File: config.mk
export PLATFORM = sky130hd
export DESIGN_NAME = seq_div_unit
export DESIGN_NICKNAME = d
export VERILOG_FILES = /design/src/rtl/seq_div_pkg.sv /design/src/rtl/seq_div_step.sv /design/src/rtl/seq_div_unit.sv
export SDC_FILE = /design/constraint.sdc
export NUM_CORES = 1
export LEC_CHECK = 0
export CAP_MARGIN = 40
export CORE_MARGIN = 1.5
export CORE_UTILIZATION = 45
export CTS_BUF_LIST = sky130_fd_sc_hd__clkbuf_2
export CTS_CLUSTER_DIAMETER = 100
export DETAILED_ROUTE_END_ITERATION = 6
export PLACE_DENSITY = 0.69
export SLEW_MARGIN = 20
export SYNTH_ARGS = -nofsm -noshare
export SYNTH_HDL_FRONTEND = slang
export SYNTH_SLANG_ARGS = --single-unit
File: constraint.sdc
create_clock -name clk -period 2.8 [get_ports clk]
set_clock_uncertainty 0.15 [all_clocks]
set_input_delay 0.7 -clock clk [delete_from_list [all_inputs] [get_ports clk]]
set_output_delay 0.7 -clock clk [all_outputs]
set_load 0.005 [all_outputs]
File: src/rtl/seq_div_pkg.sv
// Shared types and constants for the sequential restoring divider.
package seq_div_pkg;
  localparam int DIV_WIDTH_DEF = 8;

  typedef enum logic [1:0] {
    IDLE = 2'd0,
    CALC = 2'd1,
    DONE = 2'd2
  } div_state_e;

  // Wide enough to hold the step count WIDTH itself.
  function automatic int div_cnt_width(input int w);
    return $clog2(w + 1);
  endfunction
endpackage

File: src/rtl/seq_div_step.sv
// One restoring-division step: shift in the next dividend bit, compare and
// conditionally subtract the divisor, emit one quotient bit.
module seq_div_step #(
  parameter int WIDTH = 8
) (
  input  logic [WIDTH:0]   i_rem,
  input  logic [WIDTH-1:0] i_quo,
  input  logic [WIDTH-1:0] i_div,
  output logic [WIDTH:0]   o_rem,
  output logic [WIDTH-1:0] o_quo
);
  logic [WIDTH+1:0] w_shift;
  logic [WIDTH:0]   w_sub;
  logic             w_ge;

  assign w_shift = {i_rem, i_quo[WIDTH-1]};
  assign w_ge    = w_shift >= {2'b00, i_div};
  assign w_sub   = w_shift[WIDTH:0] - {1'b0, i_div};
  assign o_rem   = w_ge ? w_sub : w_shift[WIDTH:0];
  assign o_quo   = {i_quo[WIDTH-2:0], w_ge};
endmodule

File: src/rtl/seq_div_unit.sv
// Sequential restoring divider, one quotient bit per cycle, valid/ready I/O.
// Define SEQ_DIV_SIGNED_EN to add op_signed and two's-complement division.
module seq_div_unit import seq_div_pkg::*; #(
  parameter int WIDTH = DIV_WIDTH_DEF
) (
  input  logic             clk,
  input  logic             rst_n,
`ifdef SEQ_DIV_SIGNED_EN
  input  logic             op_signed,
`endif
  input  logic             start_valid,
  output logic             start_ready,
  input  logic [WIDTH-1:0] dividend,
  input  logic [WIDTH-1:0] divisor,
  output logic             res_valid,
  input  logic             res_ready,
  output logic [WIDTH-1:0] quotient,
  output logic [WIDTH-1:0] remainder,
  output logic             div_by_zero,
  output logic             busy
);
  localparam int CNT_W = div_cnt_width(WIDTH);
  localparam logic [CNT_W-1:0] LAST = CNT_W'(WIDTH);

  div_state_e       r_state, w_state_nxt;
  logic [WIDTH-1:0] r_b, r_quo, r_q_out, r_r_out;
  logic [WIDTH:0]   r_rem;
  logic [CNT_W-1:0] r_cnt;
  logic             r_dbz;
  logic [WIDTH:0]   w_rem_nxt;
  logic [WIDTH-1:0] w_quo_nxt, w_a_ld, w_b_ld;
  logic             w_steps_done, w_calc_end;

  assign w_steps_done = (r_cnt == LAST);

`ifdef SEQ_DIV_SIGNED_EN
  logic r_sgn, r_fix, r_neg_q, r_neg_r;
  // Divide magnitudes; signs are re-applied in the fixup cycle.
  assign w_a_ld     = (op_signed && dividend[WIDTH-1]) ? -dividend : dividend;
  assign w_b_ld     = (op_signed && divisor[WIDTH-1])  ? -divisor  : divisor;
  assign w_calc_end = w_steps_done && (!r_sgn || r_fix);
`else
  assign w_a_ld     = dividend;
  assign w_b_ld     = divisor;
  assign w_calc_end = w_steps_done;
`endif

  seq_div_step #(.WIDTH(WIDTH)) u_step (
    .i_rem (r_rem),
    .i_quo (r_quo),
    .i_div (r_b),
    .o_rem (w_rem_nxt),
    .o_quo (w_quo_nxt)
  );

  always_ff @(posedge clk or negedge rst_n) begin
    if (!rst_n) r_state <= IDLE;
    else        r_state <= w_state_nxt;
  end

  always_comb begin
    w_state_nxt = r_state;
    unique case (r_state)
      IDLE:    if (start_valid) w_state_nxt = (divisor == '0) ? DONE : CALC;
      CALC:    if (w_calc_end)  w_state_nxt = DONE;
      DONE:    if (res_ready)   w_state_nxt = IDLE;
      default: w_state_nxt = IDLE;
    endcase
  end

  always_ff @(posedge clk or negedge rst_n) begin
    if (!rst_n) begin
      r_b     <= '0;
      r_quo   <= '0;
      r_rem   <= '0;
      r_cnt   <= '0;
      r_q_out <= '0;
      r_r_out <= '0;
      r_dbz   <= 1'b0;
`ifdef SEQ_DIV_SIGNED_EN
      r_sgn   <= 1'b0;
      r_fix   <= 1'b0;
      r_neg_q <= 1'b0;
      r_neg_r <= 1'b0;
`endif
    end else begin
      unique case (r_state)
        IDLE: if (start_valid) begin
          r_b   <= w_b_ld;
          r_quo <= w_a_ld;
          r_rem <= '0;
          r_cnt <= '0;
`ifdef SEQ_DIV_SIGNED_EN
          r_sgn   <= op_signed;
          r_fix   <= 1'b0;
          r_neg_q <= op_signed & (dividend[WIDTH-1] ^ divisor[WIDTH-1]);
          r_neg_r <= op_signed & dividend[WIDTH-1];
`endif
          if (divisor == '0) begin
            r_q_out <= '0;
            r_r_out <= '0;
            r_dbz   <= 1'b1;
          end
        end
        CALC: if (!w_steps_done) begin
          r_rem <= w_rem_nxt;
          r_quo <= w_quo_nxt;
          r_cnt <= r_cnt + CNT_W'(1);
        end else begin
`ifdef SEQ_DIV_SIGNED_EN
          if (r_sgn && !r_fix) begin
            r_fix <= 1'b1;
            r_quo <= r_neg_q ? -r_quo : r_quo;
            r_rem <= {1'b0, r_neg_r ? -r_rem[WIDTH-1:0] : r_rem[WIDTH-1:0]};
          end else begin
            r_q_out <= r_quo;
            r_r_out <= r_rem[WIDTH-1:0];
            r_dbz   <= 1'b0;
          end
`else
          r_q_out <= r_quo;
          r_r_out <= r_rem[WIDTH-1:0];
          r_dbz   <= 1'b0;
`endif
        end
        default: ;
      endcase
    end
  end

  assign start_ready = (r_state == IDLE);
  assign busy        = (r_state != IDLE);
  assign res_valid   = (r_state == DONE);
  assign quotient    = r_q_out;
  assign remainder   = r_r_out;
  assign div_by_zero = r_dbz;
endmodule

# After elaboration in Yosys (flattened, before gate mapping)
# Index checks and enable logic that the tools add are counted.
[totals]
regBits = 48
latch_bits = 0
mem_bits_rw = 0
mem_bits_ro = 0
input_bits = 20
output_inout_bits = 20
wordCells = 52
n_memories = 0
[op_classes]
addsub = 2
multipliers = 0
div = 0
n_lt_le_gt_ge = 1
n_eq_ne = 8
shift = 0
n_mux = 25
bitwise = 0
reduce_logical = 8
[op_table]
columns = ["cell", "count"]
rows = [
  ["8-bit 2-to-1 mux", 6],
  ["8-bit case mux with 2 select lines", 3],
  ["9-bit 2-to-1 mux", 3],
  ["9-bit case mux with 2 select lines", 1],
  ["10-bit by 8-bit greater-or-equal comparator with 1-bit output", 1],
  ["9-bit by 8-bit subtractor with 9-bit output", 1],
  ["8-bit logical NOT", 1],
  ["2-bit 2-to-1 mux", 4],
  ["4-bit 2-to-1 mux", 2],
  ["4-bit case mux with 2 select lines", 1],
  ["2-bit != test (second input constant)", 3],
  ["2-bit case mux with 3 select lines", 1],
  ["3-bit AND reduction", 2],
  ["4-bit by 1-bit adder with 4-bit output (second input constant)", 1],
  ["4-bit equality test (second input constant)", 1],
  ["2-bit by 1-bit != test with 1-bit output (second input constant)", 2],
  ["4-bit AND reduction", 1],
  ["2-bit nonzero test", 2],
  ["1-bit 2-to-1 mux", 3],
  ["2-bit by 1-bit equality test with 1-bit output (second input constant)", 1],
  ["2-bit equality test (second input constant)", 1],
  ["2-bit logical NOT", 1],
  ["1-bit case mux with 2 select lines", 1],
  ["2-bit AND reduction", 1],
]

# Logic depth before layout (Yosys ltp)
# Gate-level depths: netlist of the first run.
[logic_depth]
word_depth = 4
mapped_depth = 11
depth_no_buf = 10

# Cells and area by module
# Synthesis of the first run repeated with hierarchy kept, for this count alone.
[unflattened]
hier_cells = 257
hier_area_um2 = 2653.8
[by_module_without_submodules]
columns = ["module", "n_inst", "cells_each", "area_per_inst_um2", "seq_area_each_um2"]
rows = [
  ["seq_div_unit", 1, 174, 2070.7, 1201.2],
  ["seq_div_step", 1, 83, 583.1, 0.0],
]

# Least setup slack after synthesis of the first run
# Ideal clock, no wire load.
[synth_timing]
path_type = "register to register"
startpoint = "register r_quo[7]"
endpoint = "register r_rem[0]"
setup_ns = 0.121
t_arrival_ns = 2.305
required_time_ns = 2.529
setup_slack_ns = 0.224
path_stages_with_launch = 12
n_path_buf = 1
period_less_slack_ns = 2.576
cell_sequence = "dfrtp_1 inv_1 ha_1 inv_1 fa_1 a21o_1 a21oi_1 a21oi_1 or3_1 buf_6 mux2i_1 a22o_1"
[synth_between]
elab_chain_cells = 4
elab_cells_between_ends = 5
classes_between = "add/sub: 1; order compare: 1; mux: 3"
[synth_lines]
columns = ["item", "line_no", "text"]
rows = [
  ["from (decl)", "seq_div_unit.sv:26", "logic [WIDTH-1:0] r_b, r_quo, r_q_out, r_r_out;"],
  ["from (signal assigned)", "seq_div_unit.sv:90", "r_quo <= w_a_ld;"],
  ["from (signal assigned)", "seq_div_unit.sv:107", "r_quo <= w_quo_nxt;"],
  ["9-bit by 8-bit subtractor with 9-bit output or 10-bit by 8-bit greater-or-equal comparator with 1-bit output (tied branches)", "seq_div_step.sv:18, seq_div_step.sv:17", ""],
  ["9-bit 2-to-1 mux *", "seq_div_step.sv:19", "assign o_rem = w_ge ? w_sub : w_shift[WIDTH:0];"],
  ["9-bit 2-to-1 mux *", "seq_div_unit.sv:105", "CALC: if (!w_steps_done) begin"],
  ["9-bit case mux with 2 select lines *", "seq_div_unit.sv:87", "unique case (r_state)"],
  ["to (signal assigned)", "seq_div_unit.sv:106", "r_rem <= w_rem_nxt;"],
  ["to (decl)", "seq_div_unit.sv:27", "logic [WIDTH:0] r_rem;"],
]
# Every way passes the cells marked *; elsewhere a longest branch is shown, timed or not. The select of a mux whose other input is x is not followed.
# A chain may end at the register's enable or synchronous reset.

# Worst setup path after layout of the first run
[layout_timing]
startpoint = "register r_quo[7]"
endpoint = "register r_rem[1]"
# The elaborated chain is that of the path after synthesis.

==> out/metrics.yaml, run 1 <==
die_area_um2: 5980
rrSetupSlack_ns: 0.15
clk_latency_ns: 0.41
drive_gt1_share_pct: 14.6
crit_buf_inv: 3
fin_crit_sh_pct: 94.5
synthFlopType: "dfrtp_1"
wl_per_cell_um: 13.4
drtIter0Drc: 94
fin_cells: 384
r2r_end: "r_rem[1]$_DFFE_PN0P_"
antenna_found_initial: 0
placed_cells: 376
rsz0062_at_grt: "false"
totalWireLength_um: 5160
ys_ff_latch: 48
critPathKind: "register to register"
start_util_pct: 47.7
gp_congestion: 0.809
maxCapViolations: 0
setup-violations-final: 0
dpl.hpwl_um: 3870
r2r_cells: 11
outcome: "finished clean"
finalSetupTns_ns: 0
first_global_vias: 1866
cts_buffers: 5
grtUsageTotal_pct: 19.6
timing.hold.ws_ns: 0.0570
cts_tree: "yes"
core-area_um2: 5200
drc: 0
critPathArrivalTime_ns: 2.84
startpoint_type: "register"
dpl_cell_area_um2: 3040
slew_headroom_pct: 69.1
fin_crit_ns: 2.65
multi_input_area_um2: 1160
gr-total-overflow: 0
syn_inst: 261
grt_max_degree: 49
synth_nets: 292
num_rows: 26
path_cells: "inv_1 -> ha_1 -> inv_1 -> fa_1 -> a21o_1 -> a21oi_1 -> a21oi_1 -> or3_4 -> buf_4 -> mux2i_1 -> o21ai_0"
ir_worst_vdd_v: 0.000497
vias_per_cell: 5.03
cts.sinks: 48
synthToLayoutAreaGrowth_pct: 24.0
p_per_area_nw_per_um2: 1130
cp_slowest_cell: "dfrtp_1"
maxSlewViolCount: 0
max_freq_mhz: 378
avgSynthCellArea_um2: 9.52
total_power_mw: 3.50
path_delay_family: "compound AO/OA/AOI/OAI gates"
synth_largest_area_cell: "dfrtp_1"
worst-slew-pin-transition_ns: 0.462
pin_count: 40
end_kind: "register"
synth_area_leaders: "dfrtp_1 48%, nand2_1 8.9%, ha_1 5.0%"
post-route-util_pct: 59.2
finalHoldViolCount: 0
cts_root_buf: "clkbuf_2"
async_reset_ff_share_pct: 100
cts.clk_slew.worst_paths_ns: 0.23
htreeDepth: 2
portBuffers: 39
place_ws_ns: -0.0971
power_leakage_nw: 1.39
grt_pass1_wl_um: 9180
path_max_fanout: 6
hp-class: "input port to async pin"
ant_nets: 0
seqCellArea_um2: 1200
crit_required_ns: 2.99
crit_path_max_incr_delay_ns: 0.44
r2r_start: "r_quo[7]$_DFFE_PN0P_"
cts_buffer_depth: 2
yosys_warnings: 0
syn_area_um2: 2480
num_antenna_cells: 0
detailedRoute.firstPassIterationCount: 4
synth_top_area_share_pct: 48.3
die_w_um: 77.3
fillers: 468
synth.distinct_cells: 36
fin_ws_ns: 0.153
synth-seq-area-share_pct: 48.3
synth_edf_count: 0
nNetsFinal: 344
final_area_um2: 3080
die_h_um: 77.3
vias: 1932
Yosys cell counts, drive strengths merged (4+ instances only):
cell type / count
xor2: 4
a21oi: 6
xnor2: 4
or3: 4
clkbuf: 7
ha: 10
buf: 5
nand2: 59
dfrtp: 48
a31oi: 7
nor2: 17
mux2i: 7
o21ai: 41
inv: 13
sequential cells by signal, indices dropped and copies added (netlist names):
name and cells:
div_by_zero 1, quotient 8, r_b 8, r_cnt 4, r_quo 8, r_rem 9
r_state 2, remainder 8
layer usage:
| layer | track usage [%] | share of wire (%) | vias to the layer above |
|---|---|---|---|
| li1 | - | - | 1000 |
| met1 | 28.0 | 48 | 890 |
| met2 | 30.0 | 47 | 38 |
| met3 | 3.93 | 3.8 | 4 |
| met4 | 5.45 | 0.74 | 0 |
| met5 | 0 | 0 | - |
logic make-up (layout without fill, tap and decap cells):
family | after synthesis | in the layout | share of synthesized area [%]
compound gates | 68 | 68 | 17.9
xor+xnor | 8 | 8 | 2.82
fa+ha+maj | 11 | 11 | 5.84
buf+inv | 25 | 78 | 5.29
flops | 48 | 48 | 48.3
mux | 8 | 8 | 3.27
simple gates | 93 | 93 | 16.5
power by group:
group	internal (mW)	switching, mW
registers	0.971	0.189
clock network	0.0623	0.218
logic	0.991	1.06
total	2.02	1.47
final cells by class:
| cell class | count | area share, % |
|---|---|---|
| inverter | 13 | 1.58 |
| tap | 70 | 2.84 |
| clock inverter | 2 | 0.365 |
| clock buffer | 6 | 0.974 |
| timing repair buffer | 57 | 17.7 |
| multi-input combinational | 188 | 37.6 |
| sequential | 48 | 39.0 |
placed cells by master (no fill, tap or decap), drive strengths merged, types with 2 or more instances in the layout:
| cell | count |
|---|---|
| inv | 13 |
| xor2 | 4 |
| nand2 | 59 |
| clkbuf | 6 |
| nor2 | 17 |
| clkdlybuf4s50 | 38 |
| or3 | 4 |
| dfrtp | 48 |
| a211oi | 3 |
| a31oi | 7 |
| buf | 19 |
| a21o | 3 |
| a21oi | 6 |
| o21ai | 41 |
| xnor2 | 4 |
| nand2b | 3 |
| o31ai | 2 |
| nand4 | 3 |
| a22o | 2 |
| mux2i | 7 |
| or4 | 2 |
| ha | 10 |
worst max path at each step:
stage	startpoint	end	slack, ns	cells past startpoint
2_1_floorplan	r_quo[7]$_DFFE_PN0P_	r_rem[0]$_DFFE_PN0P_	0.22	11
5_1_grt	r_quo[7]$_DFFE_PN0P_	r_rem[1]$_DFFE_PN0P_	0.04	11
6_report	r_quo[7]$_DFFE_PN0P_	r_rem[1]$_DFFE_PN0P_	0.15	11
3_5_place_dp	divisor[5]	div_by_zero$_DFFE_PN0P_	-0.1	7
4_1_cts	r_quo[7]$_DFFE_PN0P_	r_rem[1]$_DFFE_PN0P_	0.11	11
3_3_place_gp	divisor[3]	div_by_zero$_DFFE_PN0P_	-0.06	7
repair_timing:
action                                 4_1_cts  5_1_grt
buffers inserted                             0        0
hold buffers                                 0        0
endpoints found under the hold margin        0        0
setup endpoints to repair                    0        5
gates resized for setup                      0        1
Note: power is estimated with default switching activity, not from simulation.
==> inputs of run 2 (changes only) <==
- SLEW_MARGIN: 20 -> 40
- clock period: 2.8 -> 3.2 ns (I/O delays scaled with it)
==> out/metrics.yaml, run 2 (synthesis gave the netlist of run 1 again) <==
outcome: "finished clean"
cp_slowest_cell: "or3_1"
internal-power_mw: 1.69  # -17%
fin_crit_sh_pct: 89.3  # -5.2 points
vias: 1937  # +0.26%
clk_latency_ns: 0.44  # +0.03 ns
cts_root_buf: "clkbuf_2"
end_kind: "register"
post-cts-setup-buffer-count: 0  # unchanged
power_frac_comb_pct: 57.2  # -1.6 points
htreeDepth: 2  # unchanged
cts_buffers: 5  # unchanged
first_global_vias: 1879  # +0.70%
pin_count: 40  # unchanged
setup-violations-final: 0  # unchanged
seqCellArea_um2: 1200  # unchanged
worst-slew-pin-transition_ns: 0.698  # +0.236 ns
crit_buf_inv: 2  # -1
max_freq_mhz: 350  # -7.4%
gp_congestion: 0.841  # +3.9%
netSwitchingPower_mw: 1.28  # -13%
rsz0062_at_grt: "false"
gr-total-overflow: 0  # unchanged
p_clk_share_pct: 8.6  # +0.6 points
startpoint_type: "register"
grt_pass1_wl_um: 8910  # -2.9%
hp-class: "input port to async pin"
path_max_fanout: 10  # +4
detailedRoute.firstPassIterationCount: 4  # unchanged
dpl.hpwl_um: 3850  # -0.46%
fillers: 473  # +1.1%
num_antenna_cells: 0  # unchanged
rrSetupSlack_ns: 0.34  # +0.19 ns
path_cells: "inv_1 -> ha_1 -> inv_1 -> fa_1 -> a21o_1 -> a21oi_1 -> a21oi_1 -> or3_1 -> mux2i_1 -> a22o_1"
cts_resized: 0  # unchanged
cts.clk_slew.worst_paths_ns: 0.25  # +0.02 ns
core-area_um2: 5200  # unchanged
seqPwrFrac_pct: 34.3  # +1.1 points
nNetsFinal: 334  # -2.9%
total_power_mw: 2.97  # -15%
p_per_area_nw_per_um2: 996  # -12%
timing.hold.ws_ns: 0.149  # +0.0924 ns
die_h_um: 77.3  # unchanged
cts_buffer_depth: 2  # unchanged
cts.sinks: 48  # unchanged
drive_gt1_share_pct: 11.8  # -2.8 points
power_leakage_nw: 1.34  # -3.7%
antenna_found_initial: 0  # unchanged
finalHoldViolCount: 0  # unchanged
ir_worst_vdd_v: 0.000526  # +5.7%
die_w_um: 77.3  # unchanged
critPathKind: "register to register"
wl_per_cell_um: 13.6  # +1.6%
crit_required_ns: 3.40  # +0.41 ns
ant_nets: 0  # unchanged
start_util_pct: 47.7  # unchanged
die_area_um2: 5980  # unchanged
synthToLayoutAreaGrowth_pct: 19.9
totalWireLength_um: 5100  # -1.0%
maxSlewViolCount: 0  # unchanged
final_cell_mix: "59 x nand2_1, 48 x dfrtp_1, 38 x clkdlybuf4s50_1"
multi_input_area_um2: 1150  # -0.43%
cts_tree: "yes"
final_common_cell: "nand2_1"
vias_per_cell: 5.18  # +2.9%
portBuffers: 39  # unchanged
critPathArrivalTime_ns: 3.06  # +0.22 ns
grt_max_degree: 25  # -49%
largest-register: "r_rem"
drc: 0  # unchanged
drtIter0Drc: 75  # -20%
fin_crit_ns: 2.86  # +0.210 ns
grtUsageTotal_pct: 18.9  # -0.64 points
largest_register_ffs: 9  # unchanged
switching_share_pct: 43.1  # +1.0 points
finalSetupTns_ns: 0  # unchanged
crit_path_max_incr_delay_ns: 0.55  # +0.11 ns
path_delay_family: "compound AO/OA/AOI/OAI gates"
postCtsHoldBufs: 0  # unchanged
slew_headroom_pct: 53.2  # -16 points
maxCapViolations: 0  # unchanged
num_rows: 26  # unchanged
post-route-util_pct: 57.2  # -2.0 points
[run 2: area by class of cell]
class                   count  area share, %
multi-input cells         188           38.7
clock buffers               5          0.840
clock inverters             3          0.630
flip-flops and latches     48           40.3
repair buffers             47           15.0
well taps                  70           2.94
inverters                  13           1.64
[run 2: power by group through the flow]
stage	clock [mW]	sequential, mW	combinational (mW)
after CTS	0.264	1.02	1.71
after global routing	0.288	1.05	1.91
after floorplan	0	0.995	1.26
after detailed placement	0	1.03	1.70
after global placement	0	1.03	1.67
final	0.254	1.02	1.70
[run 2: path summary, 6_finish.rpt]
| path | endpoint | from | cells past startpoint |
|---|---|---|---|
| max | r_rem[0]$_DFFE_PN0P_ | r_quo[7]$_DFFE_PN0P_ | 10 |
| min reg2reg | quotient[3]$_DFFE_PN0P_ | quotient[3]$_DFFE_PN0P_ | 2 |
| min in group clk | quotient[3]$_DFFE_PN0P_ | quotient[3]$_DFFE_PN0P_ | 2 |
| max reg2reg | r_rem[0]$_DFFE_PN0P_ | r_quo[7]$_DFFE_PN0P_ | 10 |
| max in group asynchronous | quotient[0]$_DFFE_PN0P_ | rst_n | 2 |
| min | remainder[7]$_DFFE_PN0P_ | rst_n | 2 |
[run 2: through the flow]
| step | std cells | area (um^2) | worst slack [ns] |
|---|---|---|---|
| finish | 374 | 2980 | 0.343 |
| global route | 374 | 2980 | 0.254 |
| CTS | 374 | 2980 | 0.359 |
| detailed placement | 366 | 2940 | 0.170 |
| global placement | 366 | 2940 | 0.211 |
| floorplan | 261 | 2480 | 0.624 |
[run 2: layer usage]
metal  vias to the layer above  routed length (um)  track usage [%]
li1                        981                   -                -
met1                       916                2490             25.6
met2                        34                2380             30.7
met3                         6                 175             3.69
met4                         0                  54             5.45
met5                         -                   0                0
==> inputs of run 3 (changes only) <==
- CAP_MARGIN: 40 -> 15
- SKIP_CTS_REPAIR_TIMING: default -> 1
==> results of run 3 <==
Final layout, timing and power as in run 2 (identical DEF).
